### src/rtl/conv_pkg.sv
// Shared definitions for the convolution output path: datapath widths, adder-tree latency,
// the collector state type and the requantization saturation helper.
package conv_pkg;

  localparam int unsigned SUM_W        = 28;
  localparam int unsigned OUT_W        = 14;
  localparam int unsigned TREE_LATENCY = 3;

  typedef enum logic [1:0] {
    StIdle,
    StRun,
    StDone
  } conv_state_e;

  // Output range bounds, widened to the sum width so comparisons stay signed and lossless.
  localparam logic signed [SUM_W-1:0] OutMaxExt = SUM_W'((1 << (OUT_W - 1)) - 1);
  localparam logic signed [SUM_W-1:0] OutMinExt = SUM_W'(-(1 << (OUT_W - 1)));

  // Clamp a shifted sum into the signed OUT_W range.
  function automatic logic signed [OUT_W-1:0] sat_out(input logic signed [SUM_W-1:0] v);
    logic signed [SUM_W-1:0] c;
    if (v > OutMaxExt) begin
      c = OutMaxExt;
    end else if (v < OutMinExt) begin
      c = OutMinExt;
    end else begin
      c = v;
    end
    return c[OUT_W-1:0];
  endfunction

endpackage

### src/rtl/conv_result_fifo.sv
// Synchronous result FIFO with first-word fall-through: the head entry is visible on head_o
// whenever empty_o is low. Pushes while full and pops while empty are ignored.
module conv_result_fifo #(
  parameter int unsigned Width = 14,
  parameter int unsigned Depth = 4
) (
  input  logic                       clk,
  input  logic                       reset,
  input  logic                       push_i,
  input  logic [Width-1:0]           push_data_i,
  input  logic                       pop_i,
  output logic [Width-1:0]           head_o,
  output logic                       empty_o,
  output logic                       full_o,
  output logic [$clog2(Depth):0]     count_o
);

  localparam int unsigned AddrW  = $clog2(Depth);
  localparam int unsigned CountW = AddrW + 1;

  logic [Width-1:0]  mem_q [Depth];
  logic [AddrW-1:0]  wr_ptr_q, wr_ptr_d;
  logic [AddrW-1:0]  rd_ptr_q, rd_ptr_d;
  logic [CountW-1:0] count_q, count_d;
  logic              do_push, do_pop;

  assign empty_o = (count_q == '0);
  assign full_o  = (count_q == CountW'(Depth));
  assign count_o = count_q;
  assign head_o  = mem_q[rd_ptr_q];

  assign do_push = push_i && !full_o;
  assign do_pop  = pop_i && !empty_o;

  // Pointer and occupancy next-state; Depth is a power of two so pointers wrap naturally.
  always_comb begin
    wr_ptr_d = wr_ptr_q;
    rd_ptr_d = rd_ptr_q;
    count_d  = count_q;
    if (do_push) begin
      wr_ptr_d = wr_ptr_q + 1'b1;
    end
    if (do_pop) begin
      rd_ptr_d = rd_ptr_q + 1'b1;
    end
    unique case ({do_push, do_pop})
      2'b10:   count_d = count_q + 1'b1;
      2'b01:   count_d = count_q - 1'b1;
      default: count_d = count_q;
    endcase
  end

  // Pointer and occupancy state.
  always_ff @(posedge clk) begin
    if (reset) begin
      wr_ptr_q <= '0;
      rd_ptr_q <= '0;
      count_q  <= '0;
    end else begin
      wr_ptr_q <= wr_ptr_d;
      rd_ptr_q <= rd_ptr_d;
      count_q  <= count_d;
    end
  end

  // Storage; contents need no reset because the occupancy count guards every read.
  always_ff @(posedge clk) begin
    if (do_push) begin
      mem_q[wr_ptr_q] <= push_data_i;
    end
  end

endmodule

### src/rtl/conv_output_collector.sv
// Collects adder-tree sums for a convolution run, requantizes them (arithmetic shift then
// saturate to 14 bits) and buffers them for a ready/valid consumer. Issue is throttled so
// buffered plus in-flight results never exceed the FIFO depth.
// Build option: define CONV_COLLECTOR_RELU_EN to clamp negative sums to zero before the shift.
module conv_output_collector
  import conv_pkg::*;
#(
  parameter int unsigned SHIFT      = 8,
  parameter int unsigned FIFO_DEPTH = 4,
  parameter int unsigned CNT_W      = 16
) (
  input  logic                    clk,
  input  logic                    reset,
  input  logic                    start,
  input  logic [CNT_W-1:0]        total,
  input  logic                    in_valid,
  output logic                    in_ready,
  input  logic signed [SUM_W-1:0] sum_in,
  output logic signed [OUT_W-1:0] out_data,
  output logic                    out_valid,
  input  logic                    out_ready,
  output logic                    done,
  output logic                    overflow
);

  localparam int unsigned FifoAddrW = $clog2(FIFO_DEPTH);
  localparam int unsigned InflW     = $clog2(TREE_LATENCY + 1);
  localparam int unsigned OccW      = FifoAddrW + InflW + 1;

  conv_state_e             state_q;
  logic [CNT_W-1:0]        total_q;
  logic [CNT_W-1:0]        accepted_q;
  logic [CNT_W-1:0]        delivered_q, delivered_d;
  logic [TREE_LATENCY-1:0] vpipe_q;
  logic                    done_q;
  logic                    overflow_q;

  logic [InflW-1:0]        inflight;
  logic [OccW-1:0]         occupancy;
  logic                    issue, capture, push, drop, pop;

  logic signed [SUM_W-1:0] pre_shift;
  logic signed [SUM_W-1:0] shifted;
  logic signed [OUT_W-1:0] requant;

  logic [OUT_W-1:0]        fifo_head;
  logic                    fifo_empty, fifo_full;
  logic [FifoAddrW:0]      fifo_count;

  // Count results currently travelling through the adder tree.
  always_comb begin
    inflight = '0;
    for (int i = 0; i < int'(TREE_LATENCY); i++) begin
      inflight = inflight + InflW'(vpipe_q[i]);
    end
  end

  assign occupancy = OccW'(fifo_count) + OccW'(inflight);

  // Reserve a FIFO slot at issue time, since the adder tree cannot be stalled later.
  assign in_ready = (state_q == StRun) && (accepted_q < total_q) &&
                    (occupancy < OccW'(FIFO_DEPTH));
  assign issue    = in_valid && in_ready;

  assign capture  = vpipe_q[TREE_LATENCY-1];
  assign push     = capture && !fifo_full;
  assign drop     = capture && fifo_full;

  assign out_valid = !fifo_empty;
  assign out_data  = out_valid ? signed'(fifo_head) : '0;
  assign pop       = out_valid && out_ready;

  // Dropped results still count as delivered so a faulty run can terminate.
  assign delivered_d = delivered_q + CNT_W'(pop) + CNT_W'(drop);

  // Requantize the sum arriving from the adder tree.
  always_comb begin
`ifdef CONV_COLLECTOR_RELU_EN
    pre_shift = sum_in[SUM_W-1] ? '0 : sum_in;
`else
    pre_shift = sum_in;
`endif
    shifted = pre_shift >>> SHIFT;
    requant = sat_out(shifted);
  end

  conv_result_fifo #(
    .Width (OUT_W),
    .Depth (FIFO_DEPTH)
  ) u_fifo (
    .clk         (clk),
    .reset       (reset),
    .push_i      (push),
    .push_data_i (requant),
    .pop_i       (pop),
    .head_o      (fifo_head),
    .empty_o     (fifo_empty),
    .full_o      (fifo_full),
    .count_o     (fifo_count)
  );

  // Run control FSM with issue/delivery bookkeeping and registered status flags.
  always_ff @(posedge clk) begin
    if (reset) begin
      state_q     <= StIdle;
      total_q     <= '0;
      accepted_q  <= '0;
      delivered_q <= '0;
      vpipe_q     <= '0;
      done_q      <= 1'b0;
      overflow_q  <= 1'b0;
    end else begin
      vpipe_q     <= {vpipe_q[TREE_LATENCY-2:0], issue};
      accepted_q  <= accepted_q + CNT_W'(issue);
      delivered_q <= delivered_d;
      done_q      <= 1'b0;
      if (drop) begin
        overflow_q <= 1'b1;
      end
      unique case (state_q)
        StIdle: begin
          if (start) begin
            total_q     <= total;
            accepted_q  <= '0;
            delivered_q <= '0;
            if (total == '0) begin
              state_q <= StDone;
              done_q  <= 1'b1;
            end else begin
              state_q <= StRun;
            end
          end
        end
        StRun: begin
          if (delivered_q == total_q) begin
            state_q <= StDone;
            done_q  <= 1'b1;
          end
        end
        StDone: begin
          state_q <= StIdle;
        end
        default: begin
          state_q <= StIdle;
        end
      endcase
    end
  end

  assign done     = done_q;
  assign overflow = overflow_q;

endmodule

### config.mk
export PLATFORM = sky130hd
export DESIGN_NAME = conv_output_collector
export DESIGN_NICKNAME = d
export VERILOG_FILES = /design/src/rtl/conv_pkg.sv /design/src/rtl/conv_result_fifo.sv /design/src/rtl/conv_output_collector.sv
export SDC_FILE = /design/constraint.sdc
export NUM_CORES = 1
export LEC_CHECK = 0
export CAP_MARGIN = 20
export CORE_UTILIZATION = 60
export CTS_CLUSTER_DIAMETER = 60
export DETAILED_ROUTE_END_ITERATION = 16
export PLACE_DENSITY = 0.93
export REMOVE_ABC_BUFFERS = 1
export SETUP_SLACK_MARGIN = 0.1
export SKIP_LAST_GASP = 1
export SYNTH_ARGS = -nofsm -noshare
export SYNTH_HDL_FRONTEND = slang
export SYNTH_SLANG_ARGS = --single-unit
### constraint.sdc
create_clock -name clk -period 5.93 [get_ports clk]
set_clock_uncertainty 0.2 [all_clocks]
set_input_delay 1.186 -clock clk [delete_from_list [all_inputs] [get_ports clk]]
set_output_delay 1.186 -clock clk [all_outputs]
set_load 0.01 [all_outputs]
# --- Word-level counts from Yosys, hierarchy flattened ---
# Memory sizes are Yosys's and may differ from the RTL's. A register that Yosys moved wholly into a read port is not among the register bits.
# Index checks and enable logic that the tools add are counted.
# W data, S select, Z words.
word_totals:
  reg_bits: 62
  mem_bits_rw: 56
  inputBits: 49
  wordCells: 68
  mem_count: 1
op_classes:
  n_addsub: 10
  magnitude_cmp: 4
  eq_ne: 7
  mux: 20
  reduce_logical: 16
memory_table:
  columns: ["name", "depth", "word_bits", "rd", "rd_clocked_by_memory_dff", "write_ports", "line_no", "source"]
  rows:
  - ["u_fifo.mem_q", 4, 14, 1, 1, 1, "conv_result_fifo.sv:21", "logic [Width-1:0] mem_q [Depth];"]
op_table:
  columns: ["op", "n"]
  rows:
  - ["$mux W16", 4]
  - ["$add A16 B1 Y16", 3]
  - ["$mux W14", 3]
  - ["$gt A20 B14 Y1 const B", 1]
  - ["$lt A20 B14 Y1 const B", 1]
  - ["$eq A16 B16 Y1", 1]
  - ["$logic_not A16 Y1", 1]
  - ["$lt A16 B16 Y1", 1]
  - ["$mux W2", 5]
  - ["$logic_and A1 B1 Y1", 8]
  - ["$pmux W3 S2", 1]
  - ["$mux W1", 5]
  - ["$add A2 B1 Y2 const B", 2]
  - ["$add A3 B2 Y4", 1]
  - ["$eq A2 B1 Y1 const B", 2]
  - ["$lt A4 B3 Y1 const B", 1]
  - ["$pmux W2 S2", 1]
  - ["$reduce_and A2 Y1", 2]
  - ["$add A3 B1 Y3 const B", 1]
  - ["$eq A3 B3 Y1 const B", 1]
  - ["$logic_not A3 Y1", 1]
  - ["$sub A3 B1 Y3 const B", 1]
  - ["$add A1 B1 Y2", 1]
  - ["$add A2 B1 Y2", 1]
  - ["other kinds (7)", 8]

# --- Depth between registers and ports, before layout ---
# Gate-level depths: netlist of the first run.
logic_depth:
  word_depth: 9
  ltp_mapped: 14
  mapped_depth_nobuf: 14

# --- Cells and area by module ---
# Synthesis of the first run repeated with hierarchy kept, for this count alone.
hier_totals:
  cells_unflattened: 484
  hier_area_um2: 5526.6
by_module_without_submodules:
  columns: ["mod", "instances", "cells_each", "area_per_inst_um2", "seq_area_each_um2"]
  rows:
  - ["conv_output_collector", 1, 357, 2997.9, 1101.1]
  - ["conv_result_fifo", 1, 127, 2528.7, 1861.8]

# --- Worst setup path before layout of the first run ---
# No wires, ideal clock.
synth_path:
  path_type: "register to register"
  from: "reg vpipe_q[0]"
  to: "reg accepted_q[15]"
  t_arrival_ns: 2.949
  slack_ns: 2.654
  stages_incl_launch_ff: 14
  n_path_buf: 0
  period_less_slack_ns: 3.276
  path_cell_list: "dfxtp_1 fa_1 ha_1 nor3_1 o2111ai_1 a31o_1 nor4_2 and2_2 ha_1 nand3_1 nor4_1 nand3_1 xor2_1 nor2_1"
synth_via:
  elab_chain_cells: 9
synth_lines:
  columns: ["item", "line_no", "source"]
  rows:
  - ["start: declaration", "conv_output_collector.sv:34", "logic [TREE_LATENCY-1:0] vpipe_q;"]
  - ["start signal: assignment", "conv_output_collector.sv:113", "vpipe_q <= {vpipe_q[TREE_LATENCY-2:0], issue};"]
  - ["$add A1 B1 Y2 *", "conv_output_collector.sv:54", "inflight = inflight + InflW'(vpipe_q[i]);"]
  - ["$add A2 B1 Y2 *", "conv_output_collector.sv:54", null]
  - ["$add A3 B2 Y4 *", "conv_output_collector.sv:58", "assign occupancy = OccW'(fifo_count) + OccW'(inflight);"]
  - ["$lt A4 B3 Y1 *", "conv_output_collector.sv:62", "(occupancy < OccW'(FIFO_DEPTH));"]
  - ["$logic_and A1 B1 Y1 *", "conv_output_collector.sv:61", "assign in_ready = (state_q == StRun) && (accepted_q < total_q) &&"]
  - ["named net in_ready", "conv_output_collector.sv:17", "output logic in_ready,"]
  - ["$logic_and A1 B1 Y1 *", "conv_output_collector.sv:63", "assign issue = in_valid && in_ready;"]
  - ["named net issue", "conv_output_collector.sv:40", "logic issue, capture, push, drop, pop;"]
  - ["$add A16 B1 Y16 *", "conv_output_collector.sv:114", "accepted_q <= accepted_q + CNT_W'(issue);"]
  - ["$mux W16", "conv_output_collector.sv:122", "if (start) begin"]
  - ["$mux W16 *", "conv_output_collector.sv:120", "unique case (state_q)"]
  - ["end signal: assignment", "conv_output_collector.sv:114", null]
  - ["end: declaration", "conv_output_collector.sv:32", "logic [CNT_W-1:0] accepted_q;"]
# The timed path passes the listed nets; every way through them passes the cells marked *.
# A chain may end at the register's enable or synchronous reset.

# --- Worst setup path in the final report of the first run ---
layout_path:
  from: "reg u_fifo.count_q[0], in the netlist u_fifo.count_o[0]"
  to: "out in_ready"
layout_via:
  elab_chain_cells: 3
layout_lines:
  columns: ["item", "line_no", "source"]
  rows:
  - ["start: declaration", "conv_result_fifo.sv:24", "logic [CountW-1:0] count_q, count_d;"]
  - ["start signal: assignment", "conv_result_fifo.sv:62", "count_q <= count_d;"]
  - ["$add A3 B2 Y4", "conv_output_collector.sv:58", null]
  - ["$lt A4 B3 Y1", "conv_output_collector.sv:62", null]
  - ["$logic_and A1 B1 Y1", "conv_output_collector.sv:61", null]
  - ["end: declaration", "conv_output_collector.sv:17", null]
# Every way passes these cells.

==> results of run 1 <==
cells by family after synthesis:
| logic type | synth area share |
|---|---|
| simple gates | 0.166 |
| flops | 0.544 |
| compound gates | 0.0620 |
| xor+xnor | 0.0755 |
| buf+inv | 0.0289 |
| fa+ha+maj | 0.0661 |
| mux | 0.0579 |
report_power, final:
part	switching, mW	internal (mW)
clock	0.405	0.606
combinational	0.0735	0.0667
sequential	0.0129	0.880
total	0.491	1.55
final cells by class:
class | count | area, sq um
flip-flops and latches | 120 | 2960
multi-input cells | 320 | 2330
fillers | 505 | 2070
repair buffers | 61 | 603
clock buffers | 17 | 414
clock inverters | 15 | 165
well taps | 108 | 135
inverters | 23 | 86.3
routing by layer:
metal / vias up / share of wire
met1: 1925 / 0.39
met5: - / 0
met2: 153 / 0.52
li1: 1815 / -
met4: 0 / 0.042
met3: 51 / 0.052
state kept, by name (all words and copies together) (netlist names), named ones only:
name	cells
accepted_q	16
delivered_q	16
done	1
overflow	1
state_q	2
total_q	16
u_fifo.count_o	3
u_fifo.mem_q	56
u_fifo.rd_ptr_q	2
u_fifo.wr_ptr_q	2
vpipe_q	3
critical path, stage by stage, from the launching register on:
cell,delay (ns)
dfxtp_1,0.36
fa_1,0.40
ha_1,0.19
nor3_1,0.17
o2111ai_1,0.13
a31o_1,0.22
nor4_2,0.38
clkdlybuf4s50_1,0.63
synthesized netlist by cell type (all sizes together) (4+ instances only):
cell type  number  share of area
a21oi          25          0.023
and2           26          0.031
and3            6         0.0069
buf             6         0.0055
clkbuf         11         0.0076
dfxtp          64           0.24
edfxtp         56           0.31
ha             24          0.055
inv            23          0.016
mux4           14          0.058
nand2          47          0.032
nand3          10         0.0092
nand4          12          0.017
nor2           47          0.032
nor3            4         0.0037
nor4           12          0.015
o21a           15          0.021
o21ai           4         0.0037
or3             5         0.0057
xnor2          11          0.018
xor2           36          0.058
worst min path at each step:
stage | cells past startpoint | to | slack [ns] | from
after global routing | 1 | vpipe_q[2]$_SDFF_PP0_ | 0.30 | vpipe_q[1]$_SDFF_PP0_
after CTS | 1 | vpipe_q[2]$_SDFF_PP0_ | 0.29 | vpipe_q[1]$_SDFF_PP0_
after detailed placement | 1 | vpipe_q[2]$_SDFF_PP0_ | 0.28 | vpipe_q[1]$_SDFF_PP0_
final | 1 | vpipe_q[2]$_SDFF_PP0_ | 0.29 | vpipe_q[1]$_SDFF_PP0_
after global placement | 2 | overflow$_SDFFE_PP0P_ | 0.26 | overflow$_SDFFE_PP0P_
after floorplan | 2 | total_q[10]$_SDFFE_PP0P_ | 0.26 | total_q[10]$_SDFFE_PP0P_
==> results_tabular.tex, run 1 <==
\begin{tabular}{lr}
\hline
Metric & Value \\
\hline
\multicolumn{2}{l}{\textbf{Status}} \\
Status & finished clean \\
\multicolumn{2}{l}{\textbf{Floorplanning}} \\
Cell Rows & 34 \\
Horiz. Die Dim & 97.3 um \\
Area of the core region & $\sim$8800 sq um \\
Starting Density & 0.622 \\
Die Span Y & around 97 um \\
Ports & 67 \\
Die area & 9470 sq um \\
\multicolumn{2}{l}{\textbf{Placed design}} \\
\# placed instances & 631 \\
Routability-driven placement congestion ratio & 0.870 \\
Total of buffers placed on input and output ports & 58 \\
Detailed placer's ending HPWL & 8.11 mm \\
Area after DPL & 6110 sq um \\
Worst slack at placement & about 2.1 ns \\
\multicolumn{2}{l}{\textbf{STA}} \\
Final Hold Viols & 0 \\
Time the final worst path needs with I/O delays and setup & 4.38 ns \\
Hold Slack & 0.288 ns \\
Fmax & between 200 and 250 MHz \\
Setup repair after global routing missed its margin & false \\
Slew Viols, Final & 0 \\
Measured slew at the worst slew-check pin & 1.12 ns \\
Fin Setup TNS & 0 ns \\
Worst max-slew margin expressed relative to the limit & 0.257 \\
Part of the cycle the worst path needs & 0.739 \\
Post-layout worst setup margin & 1.55 ns \\
Final setup vio count & 0 \\
\multicolumn{2}{l}{\textbf{Drt}} \\
DRC errors left & 0 \\
Via total after detailed routing & between 3000 and 4000 \\
Number of nets still failing antenna checks after routing & 0 \\
Post-Route WL & approximately 13 mm \\
Via density & $\sim$5.9 \\
Number of violations reported at the end of detailed-routing iteration 0 & 243 \\
WL/cell & 19.1 um \\
TritonRoute pass-1 iters & 4 \\
\multicolumn{2}{l}{\textbf{CTS}} \\
Clock tree from TritonCTS & built \\
Later-pin clock latency in the skew report & around 0.52 ns \\
CTS resizes & 0 \\
Maximum clock insertion buffer count & 2 \\
Clock net sink count & 120 \\
Number of buffers created by CTS & 17 \\
Post-CTS Setup Repair Bufs & 0 \\
Post-cts hold buffer count & 0 \\
Clock transition at the registers of the reported paths & around 0.06 ns \\
Maximum level of the CTS H-tree & 4 \\
CTS Root Buffer Type & clkbuf\_8 \\
\multicolumn{2}{l}{\textbf{Global route}} \\
Global Route met3 Usage & 0.0705 \\
GRT busiest layer & met2 \\
Number of global-route vias before repair & about 4200 \\
Global Route Usage Sum & 0.287 \\
First-pass GRT wire length & 20.8 mm \\
Overall overflow remaining after global route & 0 \\
Met2 Track Usage GR & 0.516 \\
Maximum number of pins on one net before global-route repair & 33 \\
Met1 Track Usage GR & 0.310 \\
Initial antenna violation count & 0 \\
\multicolumn{2}{l}{\textbf{Yosys}} \\
Number of synthesized register bits & 120 \\
Post-synthesis async set-or-reset flop share & 0 \\
Mapped cell area & 5450 sq um \\
EDFF count, synth & between 50 and 60 \\
Total number of yosys warnings & 0 \\
Number of instances in the synthesized netlist & 480 \\
Share of synthesized area occupied by flip-flops and latches & 0.544 \\
Leading register cell type out of synthesis & dfxtp\_1 \\
Number of distinct standard cells referenced by the synthesized netlist & 43 \\
Mean instance size in the synthesized netlist & $\sim$11 sq um \\
\multicolumn{2}{l}{\textbf{Finish}} \\
Most common cell after layout, fill and taps aside & dfxtp\_1 \\
Share of the core filled with cells & 0.764 \\
Inserted Diodes & 0 \\
Share of layout cells above drive strength 1 & 0.101 \\
Relative area change from synthesis to final layout & 22.9\% \\
Layout Cell Area excl Fill & 6700 sq um \\
Layout net count & 619 \\
Cell Count, Final, Fillers Out & 664 \\
Commonest cells after routing, fill and taps aside & 64 x dfxtp\_1, 58 x clkdlybuf4s50\_1, 56 x edfxtp\_1 \\
\multicolumn{2}{l}{\textbf{Critical path}} \\
Signal arrival time at the worst endpoint & about 3 ns \\
Required time at the endpoint of the critical path & roughly 4.5 ns \\
Reg-to-reg setup timing slack & 2.12 ns \\
Critical path peak fanout & 5 \\
CP Class & reg2out \\
Startpoint of the worst setup timing path & u\_fifo.count\_o[0]\$\_SDFFE\_PP0P\_ \\
Sort of element at the start of the critical path & flop \\
Sort of element at the end of the critical path & output pin \\
Worst R2R End & accepted\_q[12]\$\_SDFF\_PP0\_ \\
Worst setup path endpoint & in\_ready \\
Number of cells on the worst reg-to-reg path & 14 \\
R2r startpoint & u\_fifo.count\_o[0]\$\_SDFFE\_PP0P\_ \\
\multicolumn{2}{l}{\textbf{Power and ir drop}} \\
Power density of the placed cells & 305 nW/um\^{}2 \\
Total power & 2.04 mW \\
Total leakage power & 2.48 nW \\
Worst vdd rail ir drop & 0.253 mV \\
\multicolumn{2}{l}{\textbf{Flow run}} \\
Max-cap violation count & 0 \\
\multicolumn{2}{l}{\textbf{Hold path}} \\
Worst hold path class & reg2reg \\
\hline
\end{tabular}
No activity file was read; power rests on OpenSTA's default activity.
==> run 2, diff against run 1 <==
Settings changed: CORE_UTILIZATION 60 to 50, PLACE_DENSITY 0.93 to 0.84.
Clock period 5.93 ns to 3.72 ns, I/O delays scaled along.
==> results_tabular.tex, run 2 (synthesized netlist as in run 1, its figures left out) <==
\begin{tabular}{lr}
\hline
Metric & Value \\
\hline
\multicolumn{2}{l}{\textbf{Status}} \\
Status & finished clean \\
\multicolumn{2}{l}{\textbf{Critical path}} \\
Reg-to-reg setup timing slack & 0.32 ns (-1.80 ns) \\
Required time at the endpoint of the critical path & 2.78 ns (-1.76 ns) \\
Cell count along the critical path & 7 (unchanged) \\
Worst Path Buf+Inv & 1 (unchanged) \\
Worst R2R End & accepted\_q[10]\$\_SDFF\_PP0\_ \\
Sequence of cells on the critical path & fa\_1 > ha\_1 > nor3\_1 > o2111ai\_1 > a31o\_1 > nor4\_4 > clkbuf\_2 \\
R2r startpoint & vpipe\_q[0]\$\_SDFF\_PP0\_ \\
Family with the most delay on the worst path & adder cells \\
CP Class & reg2out \\
Sort of element at the end of the critical path & output pin \\
Signal arrival time at the worst endpoint & 2.47 ns (-0.52 ns) \\
Sort of element at the start of the critical path & flop \\
Cell with the largest stage delay on the worst path & fa\_1 \\
CP peak stage delay & 0.42 ns (-0.21 ns) \\
Number of cells on the worst reg-to-reg path & 14 (unchanged) \\
Critical path peak fanout & 3 (-2) \\
\multicolumn{2}{l}{\textbf{Power and ir drop}} \\
Total power & 3.18 mW (+56\%) \\
Power density of the placed cells & 470 nW/um\^{}2 (+54\%) \\
Worst vdd rail ir drop & 0.340 mV (+34\%) \\
Total leakage power & 2.50 nW (+0.84\%) \\
\multicolumn{2}{l}{\textbf{Finish}} \\
Layout net count & 624 (+0.81\%) \\
Cell Count, Final, Fillers Out & 697 (+5.0\%) \\
Register with the highest flop count & u\_fifo.mem\_q \\
Commonest cells after routing, fill and taps aside & 64 x dfxtp\_1, 57 x clkdlybuf4s50\_1, 56 x edfxtp\_1 \\
Most common cell after layout, fill and taps aside & dfxtp\_1 \\
Inserted Diodes & 0 (unchanged) \\
Share of layout cells above drive strength 1 & 0.118 (+0.0169) \\
Relative area change from synthesis to final layout & 24.2\% \\
Flip-flop count of the largest register, all copies and words added & 56 (unchanged) \\
Share of the core filled with cells & 0.647 (-0.117) \\
Layout Cell Area excl Fill & 6770 sq um (+1.1\%) \\
Filler cells & 809 (+60\%) \\
\multicolumn{2}{l}{\textbf{Global route}} \\
Overall overflow remaining after global route & 0 (unchanged) \\
Global Route Usage Sum & 0.221 (-0.0664) \\
Maximum number of pins on one net before global-route repair & 19 (-42\%) \\
Initial antenna violation count & 0 (unchanged) \\
Number of global-route vias before repair & 4030 (-4.0\%) \\
First-pass GRT wire length & 18.8 mm (-9.4\%) \\
\multicolumn{2}{l}{\textbf{Hold path}} \\
Worst Hold Launch & overflow\$\_SDFFE\_PP0P\_ \\
Hold Crit Endpoint & overflow\$\_SDFFE\_PP0P\_ \\
Number of stages on the worst hold path & 2 (+1) \\
Worst hold path class & reg2reg \\
\multicolumn{2}{l}{\textbf{Placed design}} \\
Routability-driven placement congestion ratio & 0.803 (-7.7\%) \\
Worst slack at placement & 0.214 ns (-1.92 ns) \\
Total of buffers placed on input and output ports & 58 (unchanged) \\
Detailed placer's ending HPWL & 7.84 mm (-3.3\%) \\
Area after DPL & 6180 sq um (+1.2\%) \\
\# placed instances & 664 (+5.2\%) \\
\multicolumn{2}{l}{\textbf{Drt}} \\
Via total after detailed routing & 3800 (-3.7\%) \\
Number of violations reported at the end of detailed-routing iteration 0 & 234 (-3.7\%) \\
Uppermost routed layer & met4 \\
Detailed-route wire length on metal 1 & 4.48 mm (-8.2\%) \\
Via density & 5.45 (-8.2\%) \\
Length of routed met2 wiring & 6.02 mm (-8.7\%) \\
TritonRoute pass-1 iters & 5 (+1) \\
WL/cell & 16.3 um (-15\%) \\
DRC errors left & 0 (unchanged) \\
Number of nets still failing antenna checks after routing & 0 (unchanged) \\
Post-Route WL & 11.3 mm (-11\%) \\
Detailed route wirelength on metal3 & 698 um (+6.7\%) \\
\multicolumn{2}{l}{\textbf{CTS}} \\
Clock net sink count & 120 (unchanged) \\
Maximum clock insertion buffer count & 2 (unchanged) \\
Maximum level of the CTS H-tree & 4 (unchanged) \\
Clock tree from TritonCTS & built \\
Number of buffers created by CTS & 17 (unchanged) \\
Clock transition at the registers of the reported paths & 0.06 ns (about the same) \\
Later-pin clock latency in the skew report & 0.52 ns (about the same) \\
Post-cts hold buffer count & 0 (unchanged) \\
CTS Root Buffer Type & clkbuf\_8 \\
\multicolumn{2}{l}{\textbf{STA}} \\
Setup repair after global routing missed its margin & false \\
Worst max-slew margin expressed relative to the limit & 0.516 (+0.259) \\
Measured slew at the worst slew-check pin & 0.726 ns (-0.389 ns) \\
Post-layout worst setup margin & 0.304 ns (-1.25 ns) \\
Slew Viols, Final & 0 (unchanged) \\
Fmax & 293 MHz \\
Final Hold Viols & 0 (unchanged) \\
Hold Slack & 0.270 ns (-0.0175 ns) \\
Time the final worst path needs with I/O delays and setup & 3.42 ns \\
Final setup vio count & 0 (unchanged) \\
Fin Setup TNS & 0 ns (unchanged) \\
Part of the cycle the worst path needs & 0.918 \\
\multicolumn{2}{l}{\textbf{Floorplanning}} \\
Cell Rows & 37 (+8.8\%) \\
Ports & 67 (unchanged) \\
Area of the core region & 10500 sq um (+19\%) \\
Die area & 11300 sq um (+20\%) \\
Die Span Y & 106 um (+9.4\%) \\
Horiz. Die Dim & 106 um (+9.4\%) \\
Starting Density & 0.521 (-0.101) \\
\multicolumn{2}{l}{\textbf{Flow run}} \\
Max-cap violation count & 0 (unchanged) \\
\hline
\end{tabular}
run 2: cell types whose count changed in the layout (fill, tap and decap cells not counted), moves of 2 or more:
cell / change
ha_2: +2
ha_1: -2
buf_4: +5
inv_6: +5
clkinvlp_4: -2
run 2: report_power, final:
group          total, mW  switching, mW  internal [mW]
combinational      0.223          0.114          0.108
sequential          1.42         0.0174           1.40
clock               1.54          0.631          0.908
run 2: tightest hold or removal path: stages (launching register included):
cell	delay (ns)
dfxtp_1	0.33
nor2_1	0.05
nor2_1	0.07
run 2: final cells by class:
| cell class | instances | area (sq um) | share of cell area |
|---|---|---|---|
| inverters | 23 | 86.3 | 0.0128 |
| multi-input cells | 320 | 2350 | 0.347 |
| clock inverters | 15 | 150 | 0.0222 |
| well taps | 136 | 170 | 0.0251 |
| repair buffers | 66 | 636 | 0.0939 |
| clock buffers | 17 | 414 | 0.0612 |
| flip-flops and latches | 120 | 2960 | 0.438 |
run 2: how the worst max path moves through the flow:
stage | startpoint | to
2_1_floorplan | vpipe_q[0]$_SDFF_PP0_ | accepted_q[15]$_SDFF_PP0_
5_1_grt | u_fifo.count_o[0]$_SDFFE_PP0P_ | accepted_q[10]$_SDFF_PP0_
3_3_place_gp | vpipe_q[0]$_SDFF_PP0_ | accepted_q[14]$_SDFF_PP0_
3_5_place_dp | vpipe_q[0]$_SDFF_PP0_ | accepted_q[14]$_SDFF_PP0_
4_1_cts | vpipe_q[0]$_SDFF_PP0_ | in_ready
6_report | vpipe_q[0]$_SDFF_PP0_ | in_ready
run 2: layer usage:
| metal | vias to the layer above | global-route usage |
|---|---|---|
| met5 | - | 0 |
| met4 | 0 | 0.0853 |
| met3 | 10 | 0.0632 |
| met2 | 138 | 0.408 |
| met1 | 1829 | 0.236 |
| li1 | 1823 | - |
run 2: what timing repair did:
action / 4_1_cts / 5_1_grt
buffers inserted: 0 / 1
endpoints found under the setup margin: 1 / 5
resized for setup: 1 / 7
endpoints found under the hold margin: 0 / 0
pin swaps: 0 / 2
==> run 3, diff against run 2 <==
Settings changed: GPL_TIMING_DRIVEN from default to 0.
==> results_tabular.tex, run 3 (synthesized netlist as in run 1, its figures left out) <==
\begin{tabular}{lr}
\hline
Metric & Value \\
\hline
\multicolumn{2}{l}{\textbf{STA}} \\
Hold Slack & 0.269 ns (-0.000744 ns) \\
Time the final worst path needs with I/O delays and setup & 3.44 ns (+0.0232 ns) \\
Measured slew at the worst slew-check pin & 0.753 ns (+0.0267 ns) \\
Final setup vio count & 0 (unchanged) \\
Setup repair after global routing missed its margin & true \\
Fin Setup TNS & 0 ns (unchanged) \\
Fmax & 291 MHz (-0.67\%) \\
Worst max-slew margin expressed relative to the limit & 0.498 (-0.0178) \\
Part of the cycle the worst path needs & 0.924 (+0.00623) \\
Slew Viols, Final & 0 (unchanged) \\
Final Hold Viols & 0 (unchanged) \\
\multicolumn{2}{l}{\textbf{CTS}} \\
Clock tree from TritonCTS & built \\
Maximum level of the CTS H-tree & 4 (unchanged) \\
CTS Root Buffer Type & clkbuf\_8 \\
Clock net sink count & 120 (unchanged) \\
Post-cts hold buffer count & 0 (unchanged) \\
Later-pin clock latency in the skew report & 0.52 ns (about the same) \\
Clock transition at the registers of the reported paths & 0.06 ns (about the same) \\
Maximum clock insertion buffer count & 2 (unchanged) \\
Number of buffers created by CTS & 17 (unchanged) \\
Post-CTS Setup Repair Bufs & 0 (unchanged) \\
\multicolumn{2}{l}{\textbf{Power and ir drop}} \\
Total leakage power & 2.51 nW (+0.30\%) \\
Worst vdd rail ir drop & 0.334 mV (-1.8\%) \\
Power density of the placed cells & 471 nW/um\^{}2 (+0.18\%) \\
Total power & 3.19 mW (+0.29\%) \\
\multicolumn{2}{l}{\textbf{Floorplanning}} \\
Die area & 11300 sq um (unchanged) \\
Cell Rows & 37 (unchanged) \\
Starting Density & 0.521 (unchanged) \\
Die Span Y & 106 um (unchanged) \\
Horiz. Die Dim & 106 um (unchanged) \\
Ports & 67 (unchanged) \\
Area of the core region & 10500 sq um (unchanged) \\
\multicolumn{2}{l}{\textbf{Drt}} \\
Via density & 5.55 (+1.8\%) \\
TritonRoute pass-1 iters & 4 (-1) \\
DRC errors left & 0 (unchanged) \\
Via total after detailed routing & 3840 (+1.1\%) \\
Post-Route WL & 11.6 mm (+2.7\%) \\
Number of violations reported at the end of detailed-routing iteration 0 & 170 (-27\%) \\
Number of nets still failing antenna checks after routing & 0 (unchanged) \\
WL/cell & 16.8 um (+3.5\%) \\
\multicolumn{2}{l}{\textbf{Critical path}} \\
CP Class & reg2reg \\
Most prevalent standard cell on the critical path & ha\_1 \\
Sequence of cells on the critical path & fa\_1 > ha\_1 > nor3\_1 > o2111ai\_1 > a31o\_1 > nor4\_4 > and2\_2 > ha\_1 > ha\_2 > nand4\_1 > nor3\_2 > nand2\_1 > xor2\_1 > nor2\_1 \\
Cell with the largest stage delay on the worst path & fa\_1 \\
Sort of element at the start of the critical path & flop \\
Critical path peak fanout & 3 (unchanged) \\
Sort of element at the end of the critical path & flop \\
Signal arrival time at the worst endpoint & 3.65 ns (+1.18 ns) \\
Required time at the endpoint of the critical path & 3.93 ns (+1.15 ns) \\
CP peak stage delay & 0.42 ns (about the same) \\
\multicolumn{2}{l}{\textbf{Finish}} \\
Layout Cell Area excl Fill & 6780 sq um (+0.11\%) \\
Flip-flop count of the largest register, all copies and words added & 56 (unchanged) \\
Layout net count & 620 (-0.64\%) \\
Relative area change from synthesis to final layout & 24.4\% \\
Inserted Diodes & 0 (unchanged) \\
Share of the core filled with cells & 0.648 (+0.000718) \\
Commonest cells after routing, fill and taps aside & 63 x dfxtp\_1, 57 x clkdlybuf4s50\_1, 56 x edfxtp\_1 \\
Most common cell after layout, fill and taps aside & dfxtp\_1 \\
Register with the highest flop count & u\_fifo.mem\_q \\
Share of layout cells above drive strength 1 & 0.112 (-0.00614) \\
\multicolumn{2}{l}{\textbf{Status}} \\
Status & finished clean \\
\multicolumn{2}{l}{\textbf{Global route}} \\
Initial antenna violation count & 0 (unchanged) \\
Global Route Usage Sum & 0.218 (-0.00301) \\
Overall overflow remaining after global route & 0 (unchanged) \\
Number of global-route vias before repair & 3980 (-1.2\%) \\
Maximum number of pins on one net before global-route repair & 33 (+14) \\
First-pass GRT wire length & 18.6 mm (-0.99\%) \\
\multicolumn{2}{l}{\textbf{Placed design}} \\
Total of buffers placed on input and output ports & 58 (unchanged) \\
Detailed placer's ending HPWL & 7.70 mm (-1.7\%) \\
Routability-driven placement congestion ratio & 0.834 (+3.9\%) \\
Area after DPL & 6140 sq um (-0.73\%) \\
\multicolumn{2}{l}{\textbf{Flow run}} \\
Max-cap violation count & 0 (unchanged) \\
\multicolumn{2}{l}{\textbf{Hold path}} \\
Worst hold path class & reg2reg \\
\hline
\end{tabular}
## run 3: changes by cell type in the layout (fill, tap and decap cells not counted), sizes merged
cell and change:
inv -8, buf -5, clkinv +5, bufinv +1
clkbuf +1, clkinvlp +1
## run 3: area by class of cell
type                    count  area (sq um)
flip-flops and latches    120          2960
clock buffers              17           414
inverters                  23          86.3
multi-input cells         320          2360
repair buffers             62           627
clock inverters            14           150
fillers                   805          3690
well taps                 136           170
## run 3: per-stage QoR
step / cells / setup WS (ns)
finish: 692 / 0.281
global route: 692 / 0.0664
CTS: 689 / 0.109
detailed placement: 658 / 0.0836
global placement: 657 / 0.125
floorplan: 463 / 0.425
## run 3: path summary, 6_finish.rpt
kind	startpoint	endpoint	slack [ns]	depth (start not counted)
worst min register to register	overflow$_SDFFE_PP0P_	overflow$_SDFFE_PP0P_	0.27	2
worst min-delay path	overflow$_SDFFE_PP0P_	overflow$_SDFFE_PP0P_	0.27	2
worst max-delay path	vpipe_q[0]$_SDFF_PP0_	accepted_q[12]$_SDFF_PP0_	0.28	14
worst max register to register	vpipe_q[0]$_SDFF_PP0_	accepted_q[12]$_SDFF_PP0_	0.28	14
## run 3: metal layers
layer | global-route usage | share of wire | vias up
li1 | - | - | 1818
met3 | 0.0515 | 0.045 | 17
met1 | 0.242 | 0.42 | 1890
met5 | 0 | 0 | -
met4 | 0.0952 | 0.017 | 0
met2 | 0.395 | 0.52 | 115
## run 3: critical path, delay by kind of cell (launching register included)
| family | cells | cell delay, ns |
|---|---|---|
| fa+ha+maj | 4 | 1.02 |
| compound gates | 2 | 0.37 |
| xor+xnor | 1 | 0.15 |
| simple gates | 7 | 1.24 |
| flops | 1 | 0.32 |
## run 3: repair_timing
action	4_1_cts	5_1_grt
setup endpoints to repair	17	8
pin swaps	0	1
gates resized for setup	3	7
## run 3: report_power, final
part           leakage [nW]  internal, mW  switching (mW)
registers              1.03          1.40          0.0208
clock network         0.271         0.952           0.593
logic                  1.21         0.110           0.113
total                  2.51          2.46           0.727
